`src/rtl/cache_mem_arbiter.sv`:
```
// Arbitrates the instruction-cache and data-cache miss paths onto a single
// SRAM-like memory port, one outstanding transaction at a time.
module cache_mem_arbiter #(
    parameter int STARVE_LIMIT = 4,
    parameter int CNT_W        = 3
) (
    input  logic             clk,
    input  logic             reset,

    input  logic             inst_cache_req,
    input  logic [31:0]      inst_cache_addr,
    input  logic             inst_cache_wr,
    input  logic [1:0]       inst_cache_size,
    input  logic [31:0]      inst_cache_wdata,
    output logic [31:0]      inst_cache_rdata,
    output logic             inst_cache_dok,

    input  logic             data_cache_req,
    input  logic [31:0]      data_cache_addr,
    input  logic             data_cache_wr,
    input  logic [1:0]       data_cache_size,
    input  logic [31:0]      data_cache_wdata,
    output logic [31:0]      data_cache_rdata,
    output logic             data_cache_dok,

    output logic             mem_req,
    output logic             mem_wr,
    output logic [1:0]       mem_size,
    output logic [31:0]      mem_addr,
    output logic [31:0]      mem_wdata,
    input  logic             mem_addr_ok,
    input  logic             mem_data_ok,
    input  logic [31:0]      mem_rdata,

    output logic             stall_by_arbitrater,

    output logic [1:0]       dbg_state,
    output logic             dbg_owner,
    output logic [CNT_W-1:0] dbg_starve_cnt
);

    // Handshakes: a cache holds *_req high with stable fields until it sees
    // *_dok for one cycle, then drops req the next cycle. On the memory side
    // mem_req stays high with stable fields until mem_addr_ok; completion is
    // mem_data_ok (which may coincide with mem_addr_ok).

    typedef enum logic [1:0] {
        IDLE = 2'd0,
        ADDR = 2'd1,
        DATA = 2'd2
    } state_t;

    typedef enum logic {
        OWN_INST = 1'b0,
        OWN_DATA = 1'b1
    } owner_t;

    localparam logic [CNT_W-1:0] LIMIT   = CNT_W'(STARVE_LIMIT);
    localparam logic [CNT_W-1:0] CNT_MAX = '1;

    state_t           state;
    owner_t           owner;
    logic [CNT_W-1:0] starve_cnt;
    logic [31:0]      inst_rdata_q;
    logic [31:0]      data_rdata_q;

    logic complete;
    logic starved;
    logic grant_inst;
    logic grant_data;

    always_comb begin
        complete = 1'b0;
        case (state)
            ADDR:    complete = mem_addr_ok & mem_data_ok;
            DATA:    complete = mem_data_ok;
            default: complete = 1'b0;
        endcase
    end

    // Data wins ties unless the instruction side has waited STARVE_LIMIT grants.
    assign starved    = (starve_cnt == LIMIT);
    assign grant_inst = (state == IDLE) & inst_cache_req & (~data_cache_req | starved);
    assign grant_data = (state == IDLE) & data_cache_req & ~grant_inst;

    assign inst_cache_dok   = complete & (owner == OWN_INST);
    assign data_cache_dok   = complete & (owner == OWN_DATA);
    assign inst_cache_rdata = inst_cache_dok ? mem_rdata : inst_rdata_q;
    assign data_cache_rdata = data_cache_dok ? mem_rdata : data_rdata_q;

    // Gated by reset so the pipeline sees no stall while the block is held.
    assign stall_by_arbitrater = ~reset &
        ((inst_cache_req & ~inst_cache_dok) | (data_cache_req & ~data_cache_dok));

    assign dbg_state      = state;
    assign dbg_owner      = owner;
    assign dbg_starve_cnt = starve_cnt;

    always_ff @(posedge clk or posedge reset) begin
        if (reset) begin
            state        <= IDLE;
            owner        <= OWN_DATA;
            starve_cnt   <= '0;
            mem_req      <= 1'b0;
            mem_wr       <= 1'b0;
            mem_size     <= 2'b00;
            mem_addr     <= 32'h0;
            mem_wdata    <= 32'h0;
            inst_rdata_q <= 32'h0;
            data_rdata_q <= 32'h0;
        end else begin
            case (state)
                IDLE: begin
                    if (grant_inst) begin
                        owner     <= OWN_INST;
                        mem_addr  <= inst_cache_addr;
                        mem_wr    <= inst_cache_wr;
                        mem_size  <= inst_cache_size;
                        mem_wdata <= inst_cache_wdata;
                        mem_req   <= 1'b1;
                        state     <= ADDR;
                    end else if (grant_data) begin
                        owner     <= OWN_DATA;
                        mem_addr  <= data_cache_addr;
                        mem_wr    <= data_cache_wr;
                        mem_size  <= data_cache_size;
                        mem_wdata <= data_cache_wdata;
                        mem_req   <= 1'b1;
                        state     <= ADDR;
                    end

                    // Counts data grants that overtook a waiting inst request.
                    if (grant_inst || !inst_cache_req) begin
                        starve_cnt <= '0;
                    end else if (grant_data && starve_cnt != CNT_MAX) begin
                        starve_cnt <= starve_cnt + 1'b1;
                    end
                end
                ADDR: begin
                    if (mem_addr_ok) begin
                        mem_req <= 1'b0;
                        state   <= mem_data_ok ? IDLE : DATA;
                    end
                end
                DATA: begin
                    if (mem_data_ok) begin
                        state <= IDLE;
                    end
                end
                default: begin
                    state   <= IDLE;
                    mem_req <= 1'b0;
                end
            endcase

            if (inst_cache_dok) inst_rdata_q <= mem_rdata;
            if (data_cache_dok) data_rdata_q <= mem_rdata;
        end
    end

endmodule

```
`config.mk`:
```
export PLATFORM = sky130hd
export DESIGN_NAME = cache_mem_arbiter
export DESIGN_NICKNAME = d
export VERILOG_FILES = /design/src/rtl/cache_mem_arbiter.sv
export SDC_FILE = /design/constraint.sdc
export NUM_CORES = 1
export LEC_CHECK = 0
export CELL_PAD_IN_SITES_DETAIL_PLACEMENT = 1
export CELL_PAD_IN_SITES_GLOBAL_PLACEMENT = 1
export CORE_AREA = 2 2 184 132
export CTS_CLUSTER_SIZE = 12
export DETAILED_ROUTE_END_ITERATION = 16
export DIE_AREA = 0 0 186 134
export PLACE_DENSITY_LB_ADDON = 0.15
export SYNTH_ARGS = -nofsm -noshare
export SYNTH_HDL_FRONTEND = slang
export SYNTH_SLANG_ARGS = --single-unit
export TNS_END_PERCENT = 30
```
`constraint.sdc`:
```
create_clock -name clk -period 8.4 [get_ports clk]
set_clock_uncertainty 0.05 [all_clocks]
set_input_delay 2.52 -clock clk [delete_from_list [all_inputs] [get_ports clk]]
set_output_delay 2.52 -clock clk [all_outputs]
set_load 0.05 [all_outputs]
```
Yosys cells after proc, flatten, opt, wreduce, memory -nomap -nowiden. Cells that the tools add are included.

Bits of input ports: 172. Logic and storage cells: 71. Output and inout bits: 141. Flip-flop bits (word level): 138.

Bitwise gates (word level): 19. Reductions and logical operators: 10. $add $sub $neg: 1. Muxes and demuxes: 24. Eq/ne operators: 7.

Operators with widths (count): $mux W32 (6); $mux W2 (7); $and A1 B1 Y1 (10); $not A1 Y1 (7); $mux W1 (6); $mux W3 (2); $ne A3 B3 Y1 const B (2); $pmux W2 S3 (1); $reduce_and A3 Y1 (2); $ne A2 B2 Y1 const B (2); $reduce_and A2 Y1 (2); $reduce_bool A2 Y1 (2); $add A3 B1 Y3 const B (1); $eq A3 B3 Y1 const B (1); $pmux W1 S3 (1); $eq A2 B1 Y1 const B (1); $eq A2 B2 Y1 const B (1); $logic_not A2 Y1 (1); $or A1 B1 Y1 (2); $pmux W1 S2 (1); $logic_and A1 B1 Y1 (1); $logic_not A1 Y1 (1); $logic_or A1 B1 Y1 (1).

Longest topological paths before layout.
Depth in word-level cells: 8. Gate-level depth with buffers: 8.

Worst setup path before layout. OpenSTA, ideal clock, no wires.

Path type: input port to output port. Start point: input reset. End point: output stall_by_arbitrater. Stages: 3. Data required time: 5830 ps. Arrival time: 6372 ps. Setup slack: -542 ps. Cells stage by stage: inv_1 -> nand2_1 -> o32ai_1.

Word-level cells in the longest chain between the ends: 2.

RTL lines: start, declared (line 8) `input logic reset,`; $not A1 Y1 (line 92) `assign stall_by_arbitrater = ~reset &`; $and A1 B1 Y1 (line 92); end, declared (line 35) `output logic stall_by_arbitrater,`.

Every way passes these cells.

Worst setup path after layout.
Start point: input mem_addr_ok. End point: output data_cache_rdata[21].

Word-level cells in the longest chain between the ends: 4.

RTL lines: start, declared (line 31) `input logic mem_addr_ok,`; $and A1 B1 Y1 (line 75) `ADDR: complete = mem_addr_ok & mem_data_ok;`; $pmux W1 S2 (line 74) `case (state)`; $and A1 B1 Y1 (line 87) `assign data_cache_dok = complete & (owner == OWN_DATA);`; $mux W32; end, declared (line 23) `output logic [31:0] data_cache_rdata,`.

Every way passes these cells.

==> results.md <==
- RR Endpoint: mem_wdata[4]$_DFFE_PP0P_
- # nets final: 1035
- Reg2reg setup slack: 5.69 ns
- Final setup vio count: 0
- PD cells: 483 nW/um^2
- Final period util: 90.5%
- Die Y: 134 um
- Dominant cells by area after synthesis: dfrtp_1 56%, mux2_2 12%, a31oi_1 6.8%
- Die Area: 24900 sq um
- Routed wire per std cell: 20.3 um
- Hold Path Class: register to register
- Setup CP Type: input pin to output port
- Syn Nets: 744
- Core ar.: 23200 sq um
- Initial Util: 26.5%
- Skew-Pair Late Insertion Delay: 0.42 ns
- Slew headroom: 13.1%
- Post-synthesis adder-cell area fraction: 1.42%
- Drt drc: 0
- Post-Synthesis Cells: 565
- Worst reg-to-reg path cell count: 6
- Placer congestion estimate: 0.769
- CP max FO: 33
- Slowest-stage cell, CP: clkdlybuf4s50_1
- Post-Synth Simple-Gate Area: 5.92%
- Crit path capture type: output port
- Area of the multi-input gates: 2420 sq um
- Count leader, synth: dfrtp_1
- Hold Vio Cnt, Final: 0
- Status: complete, no violations
- Largest net degree at the start of global routing: 79
- Remaining Overflow, GRT: 0
- Crit path arrival time: 5.03 ns
- Post-DP HPWL: 16.8 mm
- Reg-to-Reg Start: dbg_state[1]$_DFFE_PP0P_
- Final min period: 7.60 ns
- Layout cells sized above 1: 13.6%
- Post-synth ARST share: 100%
- Setup TNS Final: 0 ns
- Required @ worst endpoint: 5.83 ns
- Initial antenna violation count: 0
- Final ANT Viol Nets: 0
- Clk pin slew, worst setup/hold paths: 0.06 ns
- Drt total wl: 24.1 mm
- Vias in the first global route: 6241
- First-pass GRT wire length: 36.8 mm
- Largest family of logic cells by synthesized area: compound AO/OA/AOI/OAI gates
- Chip width: 186 um
- GRT Total Usage: 19.3%
- CP Launch Type: input pin
- Post-Syn Area per Cell: 10.9 sq um
- Max stage delay on crit path: 0.74 ns
- Post-synthesis sequential area ratio: 56.0%
- RSZ-0062 raised after global routing: false
- Root buffer cell: clkbuf_16
- Most Frequent Cell on Critical Path: clkdlybuf4s50_1
- Ports: 313
- PnR worst setup slack: 0.799 ns
- Power Total: 4890 uW
- FF/Latch Area: 3450 sq um
- Top_reg_cell synth: dfrtp_1
- DR vias: 5733
- Compound-Gate Fraction of Synth Area: 19.3%
- Hold_buf cts: 0
- Leading area contributor after synthesis: dfrtp_1
- Worst-Margin Slew: 1.30 ns
- Pins Over Slew Limit: 0
- Static Leak: 0.00402 uW
- Yosys reg bits: 138
- Post-synth EDFFs: 0
- Hold Startpoint: inst_rdata_q[6]$_DFF_PP0_
- Post-Syn Area: 6170 sq um
- Post-synth top cells: 137 x dfrtp_1, 68 x a21oi_1, 68 x nor2_1
- DR iter-0 viols: 173
- CTS H-tree depth: 4
- Antenna diode instance count: 0
- Highest clock rate: 132 MHz
- Synth-to-layout area growth: 64.3%
- Hold Crit Depth: 1
- Worst-case clock buffer depth: 2
- Hold endpoint: inst_rdata_q[6]$_DFF_PP0_
- Worst vdd ir: 0.166 mV
- # rows: 47
- Post_cts resized: 0
- Setup slack after placement: 0.768 ns
- CP delay by family, top: buffers and inverters
- Port bufs: 312
- CP bufs+invs: 3
- Post-Synth XOR/XNOR Area: 0%
- Layout Utilization: 43.6%
- Post-synth top area share: 55.6%
- Mux contribution to synthesized area: 12.2%
- Ys Warns: 0
- Post-CTS Setup Inserts: 0
- Synth unique cells: 33
- DRT Pass-1 Iters: 4
- Critical-path cell list: clkdlybuf4s50_1 > a21oi_2 > nor3b_4 > buf_4 > mux2_2 > clkdlybuf4s50_1
- DR vias/cell: 4.83
- TritonCTS clock tree: yes
- Fillers: 2524
- Sink Count: 138
- Max Cap Violations: 0
- CTS Buf Count: 17
==> metal layers <==
| metal | track usage [%] | vias to the layer above | wire, um |
|---|---|---|---|
| met5 | 0 | - | 0 |
| li1 | - | 2613 | - |
| met4 | 5.60 | 0 | 375 |
| met2 | 32.0 | 208 | 11400 |
| met1 | 23.9 | 2885 | 10400 |
| met3 | 6.63 | 27 | 1910 |
==> power by group <==
group / total (uW) / switching, uW / internal, uW / leakage, uW
sequential: 1140 / 142 / 994 / 0.00162
clock: 818 / 312 / 506 / 0.000307
combinational: 2940 / 1970 / 970 / 0.00210
==> final cells by class <==
cell class / instances / share of cell area, %
clock buffer: 18 / 4.33
sequential: 138 / 34.1
multi-input combinational: 370 / 23.9
inverter: 7 / 0.296
tap: 318 / 3.93
clock inverter: 14 / 1.91
timing repair buffer: 322 / 31.6
==> worst reg2reg max path: stages, from the launching register on <==
cell	delay, ns
dfrtp_1	0.43
inv_1	0.14
ha_1	0.37
and2_2	0.70
buf_4	0.54
a31oi_1	0.18
a21oi_1	0.22
==> how the worst max path moves through the flow <==
stage | start | end | slack [ns] | cells after the start
2_1_floorplan | reset | stall_by_arbitrater | 0.77 | 3
3_3_place_gp | mem_addr_ok | data_cache_rdata[21] | 0.87 | 6
3_5_place_dp | mem_addr_ok | data_cache_rdata[17] | 0.77 | 6
4_1_cts | mem_addr_ok | data_cache_rdata[17] | 0.77 | 6
5_1_grt | mem_addr_ok | inst_cache_rdata[10] | 0.66 | 6
6_report | mem_addr_ok | data_cache_rdata[21] | 0.80 | 6
==> metrics by stage <==
stage,std cells,hold WS (ns),area (sq um)
2_1_floorplan,565,0.581,6170
3_3_place_gp,1155,0.416,9500
3_5_place_dp,1155,0.420,9500
4_1_cts,1187,0.438,10100
5_1_grt,1187,0.458,10100
6_report,1187,0.441,10100
==> cells in the final DEF (no fill, tap or decap), types with 2 or more instances in the layout <==
cell             synthesis  final
dfrtp_1                137    137
clkdlybuf4s50_1          0    312
nor2_1                  68     68
inv_1                    7      6
bufinv_16                0      4
nand2_1                  4      3
a21oi_1                 68     68
a31oi_1                 67     67
inv_6                    0      2
clkinv_2                 0      3
o21ai_1                  7      6
ha_1                     7      7
mux2_1                   3      3
clkbuf_16                0     17
o21ai_0                 64     64
nor3_1                   2      2
clkinvlp_4               0      3
buf_4                    7     10
clkinv_4                 0      3
a22o_1                   2      2
mux2_2                  64     64
==> flip-flops by register name, indices dropped and copies added (netlist names) <==
name	flops
data_rdata_q	32
dbg_owner	1
dbg_starve_cnt	3
dbg_state	2
inst_rdata_q	32
mem_addr	32
mem_req	1
mem_size	2
mem_wdata	32
mem_wr	1
==> cells by family after synthesis <==
kind of cell             count (synthesis)
AO/OA/AOI/OAI                          214
flip-flops                             138
AND/OR/NAND/NOR                         82
multiplexers                            67
buffers and inverters                   57
adder cells (fa/ha/maj)                  7
Note: power is estimated with default switching activity, not from simulation.
